===== src/rtl/wave_pwm_dac_if.sv =====
`default_nettype none
// +-----------------------------------------------------------------------+
// | Module      : wave_pwm_dac_if                                          |
// | Description : Sample/observe bundle between the waveform generator    |
// |               and the PWM DAC stage. The master drives the run enable, |
// |               the attenuation select and the sample. The slave (the   |
// |               DAC) returns the PWM bit, the period strobe and the      |
// |               latched duty value.                                      |
// | Revision    : 1.0  initial release                                     |
// +-----------------------------------------------------------------------+
interface wave_pwm_dac_if #(
   parameter int WIDTH = 8
);
   logic             en;
   logic [1:0]       amp_sel;
   logic [WIDTH-1:0] wave;
   logic             pwm_out;
   logic             period_done;
   logic [WIDTH-1:0] duty;

   modport master (
      output en,
      output amp_sel,
      output wave,
      input  pwm_out,
      input  period_done,
      input  duty
   );

   modport slave (
      input  en,
      input  amp_sel,
      input  wave,
      output pwm_out,
      output period_done,
      output duty
   );
endinterface
`default_nettype wire


===== src/rtl/wave_pwm_dac.sv =====
`default_nettype none
// +-----------------------------------------------------------------------+
// | Module      : wave_pwm_dac                                             |
// | Description : Converts the 8-bit waveform generator sample stream     |
// |               into a 1-bit PWM output. The sample is resampled once    |
// |               per 2^WIDTH-cycle period, attenuated by a power of two   |
// |               and compared against a free-running counter. A one-cycle |
// |               strobe marks the last cycle of each period.              |
// |               Optional build macro PWM_SIGMA_DELTA_EN replaces the     |
// |               comparator with a first-order sigma-delta modulator.     |
// | Revision    : 1.0  initial release                                     |
// +-----------------------------------------------------------------------+
module wave_pwm_dac #(
   parameter int WIDTH = 8
) (
   input  wire logic          clk,
   input  wire logic          rst,
   wave_pwm_dac_if.slave      bus_if
);

   // Terminal count and the value one cycle before it. The strobe register
   // is loaded on the edge where the counter reaches the terminal count, so
   // it is decoded from the value just before.
   localparam logic [WIDTH-1:0] CNT_MAX = {WIDTH{1'b1}};
   localparam logic [WIDTH-1:0] CNT_PRE = CNT_MAX - {{(WIDTH-1){1'b0}}, 1'b1};

   // ---------------------------------------------------------------------
   // State
   // ---------------------------------------------------------------------
   logic [WIDTH-1:0] cnt_q;
   logic [WIDTH-1:0] cnt_d;
   logic [WIDTH-1:0] duty_q;
   logic [WIDTH-1:0] duty_d;
   logic             pwm_q;
   logic             pwm_d;
   logic             pd_q;
   logic             pd_d;

   // ---------------------------------------------------------------------
   // Shared decode
   // ---------------------------------------------------------------------
   logic             w_wrap;
   logic             w_load;
   logic [WIDTH-1:0] w_scaled;

   // The wrap edge is the only point inside a running period where a new
   // sample may be taken. While idle the duty register follows the input
   // so the first period after enable starts from a fresh sample.
   assign w_wrap   = bus_if.en & (cnt_q == CNT_MAX);
   assign w_load   = w_wrap | ~bus_if.en;
   assign w_scaled = bus_if.wave >> bus_if.amp_sel;

   // Period counter, duty capture and period strobe next-state.
   always_comb begin
      cnt_d  = '0;
      duty_d = duty_q;
      pd_d   = 1'b0;

      if (bus_if.en) begin
         cnt_d = cnt_q + {{(WIDTH-1){1'b0}}, 1'b1};
         pd_d  = (cnt_q == CNT_PRE);
      end

      if (w_load) begin
         duty_d = w_scaled;
      end
   end

   // Period counter, duty and strobe registers.
   always_ff @(posedge clk or posedge rst) begin
      if (rst) begin
         cnt_q  <= '0;
         duty_q <= '0;
         pd_q   <= 1'b0;
      end else begin
         cnt_q  <= cnt_d;
         duty_q <= duty_d;
         pd_q   <= pd_d;
      end
   end

`ifdef PWM_SIGMA_DELTA_EN
   // ---------------------------------------------------------------------
   // Sigma-delta modulator: the low WIDTH bits carry the running residue,
   // the top bit is the carry out of the last addition and becomes the
   // output bit on the following edge. Over any 2^WIDTH-cycle window with a
   // constant duty D this yields exactly D ones, evenly spread.
   // ---------------------------------------------------------------------
   logic [WIDTH:0] acc_q;
   logic [WIDTH:0] acc_d;

   // Accumulator and output bit next-state; held at zero while idle.
   always_comb begin
      acc_d = '0;
      pwm_d = 1'b0;
      if (bus_if.en) begin
         acc_d = {1'b0, acc_q[WIDTH-1:0]} + {1'b0, duty_q};
         pwm_d = acc_q[WIDTH];
      end
   end

   // Accumulator register.
   always_ff @(posedge clk or posedge rst) begin
      if (rst) begin
         acc_q <= '0;
      end else begin
         acc_q <= acc_d;
      end
   end
`else
   // ---------------------------------------------------------------------
   // Comparator PWM: high for the first duty_q counts of each period. A
   // full-scale duty of 2^WIDTH-1 leaves one low cycle; 100% is not
   // reachable by design.
   // ---------------------------------------------------------------------

   // Output bit next-state from the counter/duty comparison.
   always_comb begin
      pwm_d = 1'b0;
      if (bus_if.en) begin
         pwm_d = (cnt_q < duty_q);
      end
   end
`endif

   // Registered output bit.
   always_ff @(posedge clk or posedge rst) begin
      if (rst) begin
         pwm_q <= 1'b0;
      end else begin
         pwm_q <= pwm_d;
      end
   end

   // ---------------------------------------------------------------------
   // Outputs
   // ---------------------------------------------------------------------
   assign bus_if.pwm_out     = pwm_q;
   assign bus_if.period_done = pd_q;
   assign bus_if.duty        = duty_q;

endmodule
`default_nettype wire


===== src/flat_wrapper.sv =====
// flat-port wrapper written by rule: the top's interface ports become plain ports
module wave_pwm_dac_flat 
#(
   parameter int WIDTH = 8
)
  (clk, rst, bus_if_en, bus_if_amp_sel, bus_if_wave, bus_if_pwm_out, bus_if_period_done, bus_if_duty);
  wave_pwm_dac_if #(.WIDTH(WIDTH)) bus_if_i ();
  input  wire logic clk;
  input  wire logic rst;
  input wire logic [$bits(bus_if_i.en)-1:0] bus_if_en;
  input wire logic [$bits(bus_if_i.amp_sel)-1:0] bus_if_amp_sel;
  input wire logic [$bits(bus_if_i.wave)-1:0] bus_if_wave;
  output wire logic [$bits(bus_if_i.pwm_out)-1:0] bus_if_pwm_out;
  output wire logic [$bits(bus_if_i.period_done)-1:0] bus_if_period_done;
  output wire logic [$bits(bus_if_i.duty)-1:0] bus_if_duty;
  assign bus_if_i.en = bus_if_en;
  assign bus_if_i.amp_sel = bus_if_amp_sel;
  assign bus_if_i.wave = bus_if_wave;
  assign bus_if_pwm_out = bus_if_i.pwm_out;
  assign bus_if_period_done = bus_if_i.period_done;
  assign bus_if_duty = bus_if_i.duty;
  wave_pwm_dac #(.WIDTH(WIDTH)) u_core (.clk(clk), .rst(rst), .bus_if(bus_if_i));
endmodule

===== config.mk =====
export PLATFORM = sky130hd
export DESIGN_NAME = wave_pwm_dac_flat
export DESIGN_NICKNAME = d
export VERILOG_FILES = /design/src/rtl/wave_pwm_dac_if.sv /design/src/rtl/wave_pwm_dac.sv /design/src/flat_wrapper.sv
export SDC_FILE = /design/constraint.sdc
export NUM_CORES = 1
export LEC_CHECK = 0
export BUFFER_PORTS_ARGS = -buffer_cell sky130_fd_sc_hd__buf_2
export CAP_MARGIN = 25
export CORE_ASPECT_RATIO = 0.75
export CORE_UTILIZATION = 57
export DETAILED_ROUTE_END_ITERATION = 8
export GPL_ROUTABILITY_DRIVEN = 0
export PLACE_DENSITY = 0.83
export SYNTH_ARGS = -nofsm -noshare
export SYNTH_HDL_FRONTEND = slang
export SYNTH_SLANG_ARGS = --single-unit

===== constraint.sdc =====
create_clock -name clk -period 4.1 [get_ports clk]
set_input_delay 0 -clock clk [delete_from_list [all_inputs] [get_ports clk]]
set_output_delay 0 -clock clk [all_outputs]
set_load 0.05 [all_outputs]

Yosys cells after proc, flatten, opt, wreduce, memory -nomap -nowiden
Cells that the tools add are included.
{"block": "totals", "reg_bits": 18, "latch_bits": 0, "ram_bits": 0, "romBits": 0, "input_bits": 13, "output_inout_bits": 10, "wordCells": 15, "memories": 0}
{"block": "classes", "addsub": 1, "multipliers": 0, "n_div": 0, "n_lt_le_gt_ge": 1, "eq_ne": 2, "shift": 1, "muxes": 3, "bitwise": 3, "reduce_logical": 0}
{"cell": "$eq 8x8->1 const B", "count": 2}
{"cell": "$add 8x1->8 const B", "count": 1}
{"cell": "$lt 8x8->1", "count": 1}
{"cell": "$mux 8", "count": 1}
{"cell": "$shr 8x2->8", "count": 1}
{"cell": "$mux 1", "count": 2}
{"cell": "$and 1x1->1", "count": 1}
{"cell": "$not 1->1", "count": 1}
{"cell": "$or 1x1->1", "count": 1}

Longest topological paths before layout
{"block": "logic_depth", "word_depth": 3, "ltp_mapped": 5, "mapped_depth_nobuf": 5}

Worst setup path before layout
No wires, ideal clock.
{"block": "synth_path", "path_kind": "register to register", "from": "reg u_core.duty_q[3], in the netlist u_core.bus_if.duty[3]", "to": "reg u_core.pwm_q, in the netlist u_core.bus_if.pwm_out", "setup_time_ns": 0.125, "t_arrival_ns": 1.675, "path_slack_ns": 2.299, "stages_incl_launch_ff": 6, "path_buffers": 0, "synth_period_minus_slack_ns": 1.801, "cell_sequence": "dfrtp_1 > inv_1 > ha_1 > a211oi_1 > o21ai_0 > a2111oi_0"}
{"block": "synth_between", "elab_chain_cells": 2}
{"element": "start, declared", "line_no": "wave_pwm_dac.sv:32", "rtl": "logic [WIDTH-1:0] duty_q;"}
{"element": "start signal, assigned", "line_no": "wave_pwm_dac.sv:77", "rtl": "duty_q <= duty_d;"}
{"element": "$lt 8x8->1", "line_no": "wave_pwm_dac.sv:121", "rtl": "pwm_d = (cnt_q < duty_q);"}
{"element": "$mux 1", "line_no": "wave_pwm_dac.sv:120", "rtl": "if (bus_if.en) begin"}
{"element": "net u_core.pwm_d", "line_no": "wave_pwm_dac.sv:35", "rtl": "logic pwm_d;"}
{"element": "end signal, assigned", "line_no": "wave_pwm_dac.sv:131", "rtl": "pwm_q <= pwm_d;"}
{"element": "end, declared", "line_no": "wave_pwm_dac.sv:34", "rtl": "logic pwm_q;"}
The timed path passes the listed nets, and every way through them passes these cells.
A chain may end at the register's enable or synchronous reset.

Final worst setup path
{"block": "layout_path", "from": "reg u_core.cnt_q[3]", "to": "reg u_core.pwm_q, in the netlist u_core.bus_if.pwm_out"}
{"block": "layout_between", "elab_chain_cells": 2}
{"element": "start, declared", "line_no": "wave_pwm_dac.sv:30", "rtl": "logic [WIDTH-1:0] cnt_q;"}
{"element": "start signal, assigned", "line_no": "wave_pwm_dac.sv:76", "rtl": "cnt_q <= cnt_d;"}
{"element": "$lt 8x8->1", "line_no": "wave_pwm_dac.sv:121"}
{"element": "$mux 1", "line_no": "wave_pwm_dac.sv:120"}
{"element": "net u_core.pwm_d", "line_no": "wave_pwm_dac.sv:35"}
The timed path passes the listed nets, and every way through them passes these cells.

==> results.md <==
- PostCTS Resize Cnt: 0
- Initial core utilization: 61.3%
- Die X-Extent: 52.2 um
- Worst hold path class: input pin to register
- HPWL after DPL: 1.61 mm
- Number of post-CTS setup repair buffers: 0
- Register bit count reported by yosys: 18
- Total Nets Final: 148
- Number of buffers created by CTS: 3
- Area fraction in compound gates after synthesis: 8.95%
- Via count of the routed design: 793
- Mux share of post-synthesis cell area: 19.4%
- Post-synth cell types: 27
- CTS tree: built
- Count of antenna diodes in the layout: 0
- Routed wirelength normalized by instance count: 13.9 um
- Netlist Area Pre-Place: 0.00108 mm2
- Mean area per synthesized cell: 10.9 um2
- Number of failing setup endpoints in the final timing report: 0
- Number of synthesized flops with an enable pin: 0
- Main combinational cell family by area after synthesis: multiplexers
- Unrepaired setup endpoints after global routing: false
- Setup_tns: 0 ns
- Total core area: 0.00176 mm2
- Die height: 39.6 um
- Internal Power: 0.265 mW
- Largest fanout of any net on the critical path: 5
- Filler instances: 135
- Iteration-0 DRC count of the detailed router: 5
- Status: complete, no violations
- Critical path capture point type: register
- Final slew viol count: 0
- Die outline area: 0.00207 mm2
- Fraction of the yosys area taken by sequential cells: 41.9%
- Leading cell types in the layout, fill and taps excluded: sky130_fd_sc_hd__buf_2 (22), sky130_fd_sc_hd__dfrtp_1 (18), sky130_fd_sc_hd__mux2i_1 (13)
- Post-place instance area: 0.00120 mm2
- Fraction of layout cells with a size suffix above 1: 28.2%
- Commonest non-fill, non-tap cell in the layout: sky130_fd_sc_hd__buf_2
- Final instance area: 0.00125 mm2
- Most frequently used flop master after synthesis: sky130_fd_sc_hd__dfrtp_1
- Fraction of synthesized cell area in xor and xnor cells: 2.44%
- Global-route wire length before repair: 3.32 mm
- Post-route clock period utilization: 42.6%
- Number of warnings issued by yosys: 0
- Antenna violations before repair: 0
- Min cycle time layout: 1.74 ns
- Highest ir drop seen on vdd: 242 uV
- Clock Root Buffer: sky130_fd_sc_hd__clkbuf_4
- DR vias/cell: 5.43
- Number of input and output port buffers inserted: 22
- Hold Vio Cnt, Final: 0
- Sequential share of power: 50.2%
- Max-capacitance violation count: 0
- Sum of routed wire length over all layers: 2.04 mm
- Share of synthesized cell area in full adder, half adder and majority cells: 10.5%
- Share of power burned in the clock network: 21.2%
- Worst-Skew Late Latency: 0.29 ns
- Clock transition at the registers of the reported paths: 0.09 ns
- Clock Skew: 0.00122 ns
- Sink count of the clock tree: 18
- Simple-gate portion of the synthesized area: 12.2%
- Fraction of registers with async set/reset: 100%
- Via count of the first global-routing pass: 722
- Number of design rule violations left after detail routing: 0
- Combinational fraction of design power: 28.6%
- Number of hold-repair buffers added at the cts stage: 2
- Number of cells produced by synthesis: 99
- H-tree Lvls: 1
- Pin count of the biggest net entering global routing: 19
- Pwr Density: 324 mW/mm2
- CP arrival: 1.90 ns
- Detailed-router iteration count before antenna repair: 4
- Synth-to-Final Area Change: 15.9%
- Switching share of power: 34.6%
- Top achievable clock speed: 573 MHz
- Worst rel slew slack: 53.9%
- Number of rows created at floorplan: 13
- Max Root-Sink Buffers: 2
- Pleak: 0.633 nW
- GRT Resource Usage Total: 23.5%
- Worst setup path class: register to register
- Gr ovfl total: 0
- Final antenna-violating net count: 0
- Data required time of the worst path: 4.26 ns
- Switching Power: 0.140 mW
- Post-synth net total: 121
- CP startpoint kind: register
- Count of pins on the block boundary: 23
- Slew at the pin closest to its max-slew limit: 0.691 ns
-- cell usage after synthesis, types with 2 or more instances --
| library cell | number | area [um2] |
|---|---|---|
| sky130_fd_sc_hd__inv_1 | 10 | 37.5 |
| sky130_fd_sc_hd__dfrtp_1 | 18 | 450 |
| sky130_fd_sc_hd__o21ai_0 | 5 | 25.0 |
| sky130_fd_sc_hd__a21oi_1 | 4 | 20.0 |
| sky130_fd_sc_hd__xor2_1 | 2 | 17.5 |
| sky130_fd_sc_hd__mux2i_1 | 13 | 130 |
| sky130_fd_sc_hd__nand3_1 | 5 | 25.0 |
| sky130_fd_sc_hd__or3_1 | 3 | 18.8 |
| sky130_fd_sc_hd__mux2_2 | 7 | 78.8 |
| sky130_fd_sc_hd__ha_1 | 9 | 113 |
| sky130_fd_sc_hd__nor2_1 | 7 | 26.3 |
-- worst max-delay path, stage by stage (launching register included) --
cell	delay, ns
sky130_fd_sc_hd__dfrtp_1	0.48
sky130_fd_sc_hd__ha_1	0.33
sky130_fd_sc_hd__a211oi_1	0.22
sky130_fd_sc_hd__o21ai_0	0.14
sky130_fd_sc_hd__a2111oi_0	0.45
-- cell type report --
cell class	count	area [um2]	area share, %
well taps	22	27.5	2.21
inverters	11	41.3	3.31
clock buffers	3	22.5	1.81
multi-input cells	68	576	46.1
repair buffers	24	130	10.4
flip-flops and latches	18	450	36.1
-- registers in the layout (all words and copies together) (netlist names) --
signal and cells:
u_core.bus_if.pwm_out 1, u_core.bus_if.duty 8, u_core.bus_if.period_done 1, u_core.cnt_q 8
-- stage by stage --
step	instances	setup WS (ns)	hold WS (ns)	power (mW)	utilization (%)
2_1_floorplan	99	2.30	-0.0614	0.291	-
3_3_place_gp	141	2.42	0.121	0.317	68.6
3_5_place_dp	141	2.33	0.144	0.321	68.6
4_1_cts	146	2.31	0.0863	0.407	71.0
5_1_grt	146	2.18	0.100	0.426	71.0
6_report	146	2.36	0.0870	0.405	71.0
-- path summary, 6_finish.rpt --
check | slack, ns | from | end | cells after the start
max | 2.36 | u_core.cnt_q[3] | u_core.bus_if.pwm_out | 4
min | 0.09 | bus_if_wave[7] | u_core.bus_if.duty[7] | 3
max reg2reg | 2.36 | u_core.cnt_q[3] | u_core.bus_if.pwm_out | 4
min reg2reg | 0.55 | u_core.bus_if.duty[1] | u_core.bus_if.duty[1] | 1
max in group asynchronous | 3.32 | rst | u_core.bus_if.period_done | 3
min in group asynchronous | 0.35 | rst | u_core.cnt_q[3] | 3
-- kinds of logic after synthesis --
logic type | Yosys count
simple gates | 22
mux | 20
flops | 18
fa+ha+maj | 9
xor+xnor | 3
buf+inv | 13
compound gates | 14
-- routing by layer --
layer | GRT usage [%] | wire length (um) | vias up | part of all wire [%]
met2 | 39.4 | 925 | 16 | 45
li1 | - | - | 405 | -
met3 | 6.98 | 74 | 2 | 3.6
met5 | 0 | 0 | - | 0
met4 | 5.92 | 12 | 0 | 0.59
met1 | 29.9 | 1020 | 370 | 50
-- power groups by stage --
| stage | combinational (mW) | sequential, mW | clock [mW] |
|---|---|---|---|
| floorplan | 0.0466 | 0.244 | 0 |
| global placement | 0.112 | 0.205 | 0 |
| detailed placement | 0.115 | 0.206 | 0 |
| CTS | 0.117 | 0.203 | 0.0875 |
| global route | 0.126 | 0.205 | 0.0948 |
| finish | 0.116 | 0.203 | 0.0857 |
Power figures use the tool's default switching activity.
